==> src/rtl/mmio_uart_tx_pkg.sv <==
// Shared definitions for the MMIO UART transmitter: register map,
// STATUS/CTRL bit positions and serializer state encodings.
package mmio_uart_tx_pkg;

  localparam int RAM_ADDR_WIDTH = 32;

  // Register offsets (word index within the 16-byte window)
  localparam logic [1:0] OFS_TXDATA = 2'd0;
  localparam logic [1:0] OFS_STATUS = 2'd1;
  localparam logic [1:0] OFS_CTRL   = 2'd2;

  // STATUS bit positions
  localparam int ST_BUSY_BIT  = 0;
  localparam int ST_FULL_BIT  = 1;
  localparam int ST_EMPTY_BIT = 2;
  localparam int ST_OVF_BIT   = 3;
  localparam int ST_CNT_LSB   = 4;

  // CTRL bit positions
  localparam int CTRL_TXEN_BIT = 0;

  typedef enum logic [1:0] {
    TX_IDLE  = 2'd0,
    TX_START = 2'd1,
    TX_DATA  = 2'd2,
    TX_STOP  = 2'd3
  } tx_state_t;

endpackage

==> src/rtl/mmio_uart_tx_fifo.sv <==
// sync_fifo: single-clock FIFO. The count register is the only source of
// full/empty; pointers wrap modulo DEPTH. A push into a full FIFO is taken
// only when a pop happens in the same cycle. Head data is read directly
// from storage, so a pushed byte is poppable from the next cycle on.
module sync_fifo #(
  parameter int DEPTH = 8,
  parameter int WIDTH = 8
) (
  input  logic                       gated_clk,
  input  logic                       rst,
  input  logic                       i_push,
  input  logic [WIDTH-1:0]           i_wdata,
  input  logic                       i_pop,
  output logic [WIDTH-1:0]           o_rdata,
  output logic [$clog2(DEPTH+1)-1:0] o_count,
  output logic                       o_full,
  output logic                       o_empty
);

  localparam int PW = (DEPTH > 1) ? $clog2(DEPTH) : 1;
  localparam int CW = $clog2(DEPTH + 1);

  logic [WIDTH-1:0] r_mem [0:(1<<PW)-1];
  logic [PW-1:0]    r_wptr, r_rptr;
  logic [CW-1:0]    r_count;
  logic             w_do_push, w_do_pop;

  function automatic logic [PW-1:0] ptr_inc(input logic [PW-1:0] p);
    return (p == PW'(DEPTH - 1)) ? '0 : p + 1'b1;
  endfunction

  assign o_full    = (r_count == CW'(DEPTH));
  assign o_empty   = (r_count == '0);
  assign o_count   = r_count;
  assign o_rdata   = r_mem[r_rptr];
  assign w_do_pop  = i_pop && !o_empty;
  assign w_do_push = i_push && (!o_full || w_do_pop);

  // Pointer and occupancy bookkeeping
  always_ff @(posedge gated_clk or posedge rst) begin
    if (rst) begin
      r_wptr  <= '0;
      r_rptr  <= '0;
      r_count <= '0;
    end else begin
      if (w_do_push) r_wptr <= ptr_inc(r_wptr);
      if (w_do_pop)  r_rptr <= ptr_inc(r_rptr);
      case ({w_do_push, w_do_pop})
        2'b10:   r_count <= r_count + 1'b1;
        2'b01:   r_count <= r_count - 1'b1;
        default: r_count <= r_count;
      endcase
    end
  end

  // Storage write; contents need no reset since count gates visibility
  always_ff @(posedge gated_clk) begin
    if (w_do_push) r_mem[r_wptr] <= i_wdata;
  end

endmodule

==> src/rtl/mmio_uart_tx.sv <==
// mmio_uart_tx: memory-mapped 8N1 UART transmitter with a TX FIFO.
// Build option: define UART_TX_FIFO_EN for an 8-entry FIFO; otherwise a
// single holding register (depth 1) is used.
// Register window (BASE_ADDR, 16 bytes): +0 TXDATA (W), +4 STATUS (R/W1C),
// +8 CTRL (R/W), +12 reads 0.
module mmio_uart_tx
  import mmio_uart_tx_pkg::*;
#(
  parameter logic [31:0] BASE_ADDR    = 32'h0000_F000,
  parameter int          CLKS_PER_BIT = 1085
) (
  input  logic                      gated_clk,
  input  logic                      rst,
  input  logic [RAM_ADDR_WIDTH-1:0] d_w_addr,
  input  logic [31:0]               d_w_dat,
  input  logic                      d_w_enb,
  input  logic [3:0]                d_w_byte_enb,
  input  logic [RAM_ADDR_WIDTH-1:0] d_r_addr,
  input  logic                      d_r_enb,
  output logic [31:0]               mmio_r_dat,
  output logic                      mmio_hit,
  output logic                      uart_tx,
  output logic                      tx_busy
);

`ifdef UART_TX_FIFO_EN
  localparam int FIFO_DEPTH = 8;
`else
  localparam int FIFO_DEPTH = 1;
`endif
  localparam int FCW   = $clog2(FIFO_DEPTH + 1);
  localparam int CNT_W = (CLKS_PER_BIT > 1) ? $clog2(CLKS_PER_BIT) : 1;
  localparam logic [CNT_W-1:0] CNT_LOAD = CNT_W'(CLKS_PER_BIT - 1);

  tx_state_t        r_state, w_state_nxt;
  logic [CNT_W-1:0] r_cnt;
  logic [7:0]       r_shift;
  logic [2:0]       r_bit;
  logic             r_ovf, r_tx_en;

  logic             w_w_hit, w_push, w_pop, w_drop, w_ovf_clr, w_ctrl_wr;
  logic [1:0]       w_w_ofs, w_r_ofs;
  logic [7:0]       w_head;
  logic [FCW-1:0]   w_count;
  logic             w_full, w_empty;
  logic [31:0]      w_status;
  logic             w_unused;

  // Write-side decode
  assign w_w_hit   = d_w_enb &&
                     (d_w_addr[RAM_ADDR_WIDTH-1:4] == BASE_ADDR[RAM_ADDR_WIDTH-1:4]);
  assign w_w_ofs   = d_w_addr[3:2];
  assign w_push    = w_w_hit && (w_w_ofs == OFS_TXDATA) && d_w_byte_enb[0];
  assign w_ovf_clr = w_w_hit && (w_w_ofs == OFS_STATUS) && d_w_byte_enb[0] &&
                     d_w_dat[ST_OVF_BIT];
  assign w_ctrl_wr = w_w_hit && (w_w_ofs == OFS_CTRL) && d_w_byte_enb[0];
  assign w_drop    = w_push && w_full && !w_pop;

  assign w_unused  = ^{d_w_dat[31:8], d_w_byte_enb[3:1], d_w_addr[1:0], d_r_addr[1:0]};

  sync_fifo #(.DEPTH(FIFO_DEPTH), .WIDTH(8)) u_fifo (
    .gated_clk (gated_clk),
    .rst       (rst),
    .i_push    (w_push),
    .i_wdata   (d_w_dat[7:0]),
    .i_pop     (w_pop),
    .o_rdata   (w_head),
    .o_count   (w_count),
    .o_full    (w_full),
    .o_empty   (w_empty)
  );

  assign tx_busy = (r_state != TX_IDLE) || !w_empty;

  // Sticky overflow (set wins over clear) and CTRL register
  always_ff @(posedge gated_clk or posedge rst) begin
    if (rst) begin
      r_ovf   <= 1'b0;
      r_tx_en <= 1'b1;
    end else begin
      if (w_drop)         r_ovf <= 1'b1;
      else if (w_ovf_clr) r_ovf <= 1'b0;
      if (w_ctrl_wr)      r_tx_en <= d_w_dat[CTRL_TXEN_BIT];
    end
  end

  // STATUS image
  always_comb begin
    w_status = '0;
    w_status[ST_BUSY_BIT]            = tx_busy;
    w_status[ST_FULL_BIT]            = w_full;
    w_status[ST_EMPTY_BIT]           = w_empty;
    w_status[ST_OVF_BIT]             = r_ovf;
    w_status[ST_CNT_LSB+3:ST_CNT_LSB] = 4'(w_count);
  end

  // Zero-latency read mux; returns 0 unless the window is addressed
  assign w_r_ofs  = d_r_addr[3:2];
  assign mmio_hit = d_r_enb &&
                    (d_r_addr[RAM_ADDR_WIDTH-1:4] == BASE_ADDR[RAM_ADDR_WIDTH-1:4]);
  always_comb begin
    mmio_r_dat = '0;
    if (mmio_hit) begin
      case (w_r_ofs)
        OFS_STATUS: mmio_r_dat = w_status;
        OFS_CTRL:   mmio_r_dat = {31'b0, r_tx_en};
        default:    mmio_r_dat = '0;
      endcase
    end
  end

  // Serializer state register; reset drops any frame immediately
  always_ff @(posedge gated_clk or posedge rst) begin
    if (rst) r_state <= TX_IDLE;
    else     r_state <= w_state_nxt;
  end

  // Serializer next state, FIFO pop and line level
  always_comb begin
    w_state_nxt = r_state;
    w_pop       = 1'b0;
    uart_tx     = 1'b1;
    case (r_state)
      TX_IDLE: begin
        if (!w_empty && r_tx_en) begin
          w_state_nxt = TX_START;
          w_pop       = 1'b1;
        end
      end
      TX_START: begin
        uart_tx = 1'b0;
        if (r_cnt == '0) w_state_nxt = TX_DATA;
      end
      TX_DATA: begin
        uart_tx = r_shift[0];
        if (r_cnt == '0 && r_bit == 3'd7) w_state_nxt = TX_STOP;
      end
      TX_STOP: begin
        if (r_cnt == '0) w_state_nxt = TX_IDLE;
      end
      default: w_state_nxt = TX_IDLE;
    endcase
  end

  // Bit timer, shift register and data-bit index
  always_ff @(posedge gated_clk or posedge rst) begin
    if (rst) begin
      r_cnt   <= '0;
      r_shift <= '0;
      r_bit   <= '0;
    end else if (r_state == TX_IDLE) begin
      if (w_pop) begin
        r_shift <= w_head;
        r_cnt   <= CNT_LOAD;
        r_bit   <= '0;
      end
    end else if (r_cnt == '0) begin
      r_cnt <= CNT_LOAD;
      if (r_state == TX_DATA) begin
        r_shift <= r_shift >> 1;
        r_bit   <= r_bit + 1'b1;
      end
    end else begin
      r_cnt <= r_cnt - 1'b1;
    end
  end

endmodule

==> config.mk <==
export PLATFORM = sky130hd
export DESIGN_NAME = mmio_uart_tx
export DESIGN_NICKNAME = d
export VERILOG_FILES = /design/src/rtl/mmio_uart_tx_pkg.sv /design/src/rtl/mmio_uart_tx_fifo.sv /design/src/rtl/mmio_uart_tx.sv
export SDC_FILE = /design/constraint.sdc
export NUM_CORES = 1
export LEC_CHECK = 0
export CELL_PAD_IN_SITES_DETAIL_PLACEMENT = 1
export CELL_PAD_IN_SITES_GLOBAL_PLACEMENT = 1
export CORE_ASPECT_RATIO = 1.4
export CORE_MARGIN = 8
export CORE_UTILIZATION = 24
export DETAILED_ROUTE_END_ITERATION = 8
export GPL_ROUTABILITY_DRIVEN = 0
export HOLD_SLACK_MARGIN = 0.08
export MAX_ROUTING_LAYER = met4
export PLACE_DENSITY = 0.79
export RECOVER_POWER = 100
export SLEW_MARGIN = 10
export SYNTH_ARGS = -nofsm -noshare
export SYNTH_HDL_FRONTEND = slang
export SYNTH_SLANG_ARGS = --single-unit
==> constraint.sdc <==
create_clock -name gated_clk -period 2 [get_ports gated_clk]
set_input_delay 0.5 -clock gated_clk [delete_from_list [all_inputs] [get_ports gated_clk]]
set_output_delay 0.5 -clock gated_clk [all_outputs]
set_load 0.03 [all_outputs]
==> results.py <==
metrics = {
    "critical_path": {
        "critPathMaxStageDelay_ps": 380,
        "reg2reg_slack_ps": -90,
        "critical_path_depth": 6,
        "arrival_ps": 1840,
        "cp_max_fo": 3,
        "crit_chain": "dlygate4sd2_1, nor4_2, nand4_1, nor4b_4, and2_4, buf_6",
        "critical_path_class": "input port to primary output",
        "crit_slowest_cell": "nor4b_4",
        "end_kind": "primary output",
        "r2r_start": "r_cnt[0]",
        "critPathBufInv": 2,
        "reg2reg_depth": 7,
        "reg2reg_to": "r_state[1]",
        "crit_end": "mmio_r_dat[4]",
        "required_ps": 1500,
        "critPathTopFamily": "simple AND/OR/NAND/NOR gates",
        "crit_path_start": "d_r_addr[24]",
        "worst_setup_path_start_kind": "input port",
    },
    "timing": {
        "fmax_mhz": 428,
        "setup_violations": 21,
        "tightest_slew_ps": 711,
        "slew_violations": 0,
        "fin_worst_skew_ps": 4.61,
        "finalHoldViolCount": 0,
        "fin_ws_ps": -337,
        "timing.slew.headroom_pct": 52.6,
        "min_period_over_period_pct": 117,
        "rsz0062_at_grt": "yes",
        "period_minus_slack_ps": 2340,
    },
    "detailed_routing": {
        "initialDrtViolationCount": 68,
        "vias_per_cell": 4.87,
        "post-route-drc-count": 0,
        "totalWireLength_um": 7570,
        "antenna_left": 0,
        "vias": 2117,
        "wl_per_cell_um": 17.4,
        "drt-pass1-iter-count": 4,
    },
    "floorplanning": {
        "ios": 139,
        "die_area_sq_mm": 0.0125,
        "start_util_pct": 24.5,
        "die_h_um": 129,
        "core_area_sq_mm": 0.00898,
        "rows": 41,
        "die_w_um": 97.0,
    },
    "finish": {
        "n_antenna_cell": 0,
        "stdcell_count": 435,
        "areaGrowthSynthToFinish_pct": 59.5,
        "n_fill_cell": 1028,
        "fin_nets": 440,
        "fin_area_sq_mm": 0.00351,
        "drive_above_1_share_pct": 29.6,
        "finish.utilization_pct": 39.1,
    },
    "clock_network": {
        "htree_num_levels": 2,
        "cts_tree": "done",
        "cts_root_buffer": "clkbuf_16",
        "cts_buffers": 5,
        "hold_buffers": 0,
        "clockBufferDepth": 2,
        "clock_latency_ps": 280,
        "cts.sinks": 35,
        "clk_pin_slew_ps": 60,
    },
    "outcome": {
        "status": "finished with violations",
        "violations": "setup timing",
    },
    "placement": {
        "dp_hpwl_um": 6130,
        "place_inst": 423,
        "placed_area_sq_mm": 0.00331,
        "io_buffers": 80,
    },
    "logic_synthesis": {
        "postSynthCellCount": 221,
        "ys_top_cells_by_area": "dfrtp_1, edfxtp_1, buf_4",
        "yosysTopAreaCellShare_pct": 29.5,
        "ys_seq_area_share_pct": 41.6,
        "async_flop_share_pct": 77.1,
        "synth_edf_count": 8,
        "syn_area_per_cell_sq_um": 9.96,
        "synth-warning-count": 0,
        "ys.flop_type": "dfrtp_1",
        "synth.top_cells.by_count": "buf_4, dfrtp_1, inv_1",
        "yosysTopAreaCell": "dfrtp_1",
        "yosysMostFrequentCell": "buf_4",
        "synth_area_sq_mm": 0.00220,
        "ys_ff_latch": 35,
        "synth.distinct_cells": 53,
    },
    "power": {
        "p_leak_uw": 0.00159,
        "powerDensity_mw_per_mm2": 512,
        "p_total_uw": 1800,
        "max-vdd-ir-drop_mv": 0.312,
    },
    "worst_hold_path": {
        "holdPathStages": 1,
        "min-delay-start": "r_shift[7]",
        "hold_class": "flip-flop to flip-flop",
    },
    "grt": {
        "grt_pass1_wl_um": 12300,
        "grt_overflow": 0,
        "grt_max_degree": 28,
        "grtUsageTotal_pct": 12.4,
        "grt_pass1_vias": 2533,
        "antenna_found_initial": 0,
    },
    "job": {
        "drv_cap": 0,
    },
}
## worst min path at each step
stage,to,slack (ps)
6_report,r_shift[7],500
5_1_grt,r_shift[7],510
4_1_cts,r_shift[7],500
3_5_place_dp,r_shift[7],490
3_3_place_gp,r_shift[7],480
2_1_floorplan,r_shift[7],470
## stage by stage
step	hold WS [ps]	TNS, ps	setup WS [ps]
after floorplan	466	-848	-193
final	496	-2080	-337
after global routing	509	-5520	-393
after CTS	500	-1580	-323
after detailed placement	486	-8920	-785
after global placement	480	-8290	-706
## routing by layer
metal	vias to the layer above	wire length, um	part of all wire, %	GRT usage, %
met5	-	0	0	-
met4	0	102	1.3	4.00
met3	8	561	7.4	4.26
met2	98	4090	54	22.6
met1	1030	2820	37	12.1
li1	981	-	-	-
## registers in the layout (all words and copies together) (netlist names)
name	cells
r_state	2
u_fifo.r_mem	8
r_shift	8
r_tx_en	1
r_ovf	1
r_cnt	11
r_bit	3
u_fifo.o_count	1
## area by class of cell
type / count / area (sq um) / share of cell area [%]
clock buffer: 6 / 129 / 3.67
tap: 107 / 134 / 3.81
inverter: 13 / 48.8 / 1.39
timing repair buffer: 107 / 930 / 26.5
clock inverter: 2 / 12.5 / 0.356
multi-input combinational: 165 / 1340 / 38.2
sequential: 35 / 917 / 26.1
## cells by family after synthesis
| kind of cell | count (synthesis) | share of synthesized area [%] |
|---|---|---|
| multiplexers | 7 | 3.30 |
| flip-flops | 35 | 41.6 |
| AO/OA/AOI/OAI | 51 | 15.9 |
| other | 1 | 0.170 |
| buffers and inverters | 47 | 12.8 |
| adder cells (fa/ha/maj) | 9 | 5.11 |
| XOR/XNOR | 2 | 0.796 |
| AND/OR/NAND/NOR | 69 | 20.3 |
## repair_timing
item                                    4_1_cts  5_1_grt
hold endpoints to repair                      0        0
buffers inserted                              2        2
endpoints found under the setup margin       16       22
pin swaps                                    20       19
gates resized for setup                     128       38
## where the power goes
part	internal (uW)	total, uW	switching, uW
sequential	743	750	7.19
combinational	129	292	162
clock	460	757	298
total	1330	1800	467
## cell usage in the layout, fill, tap and decap left out, types with 8 or more instances in the layout
| cell | count |
|---|---|
| a21oi_1 | 9 |
| buf_2 | 13 |
| buf_4 | 25 |
| buf_6 | 8 |
| clkdlybuf4s15_1 | 16 |
| conb_1 | 27 |
| dfrtp_1 | 26 |
| dlygate4sd2_1 | 22 |
| dlygate4sd3_1 | 9 |
| edfxtp_1 | 8 |
| inv_1 | 12 |
| nand2_1 | 12 |
| o21ai_0 | 9 |
(Power assumes the default switching activity.)
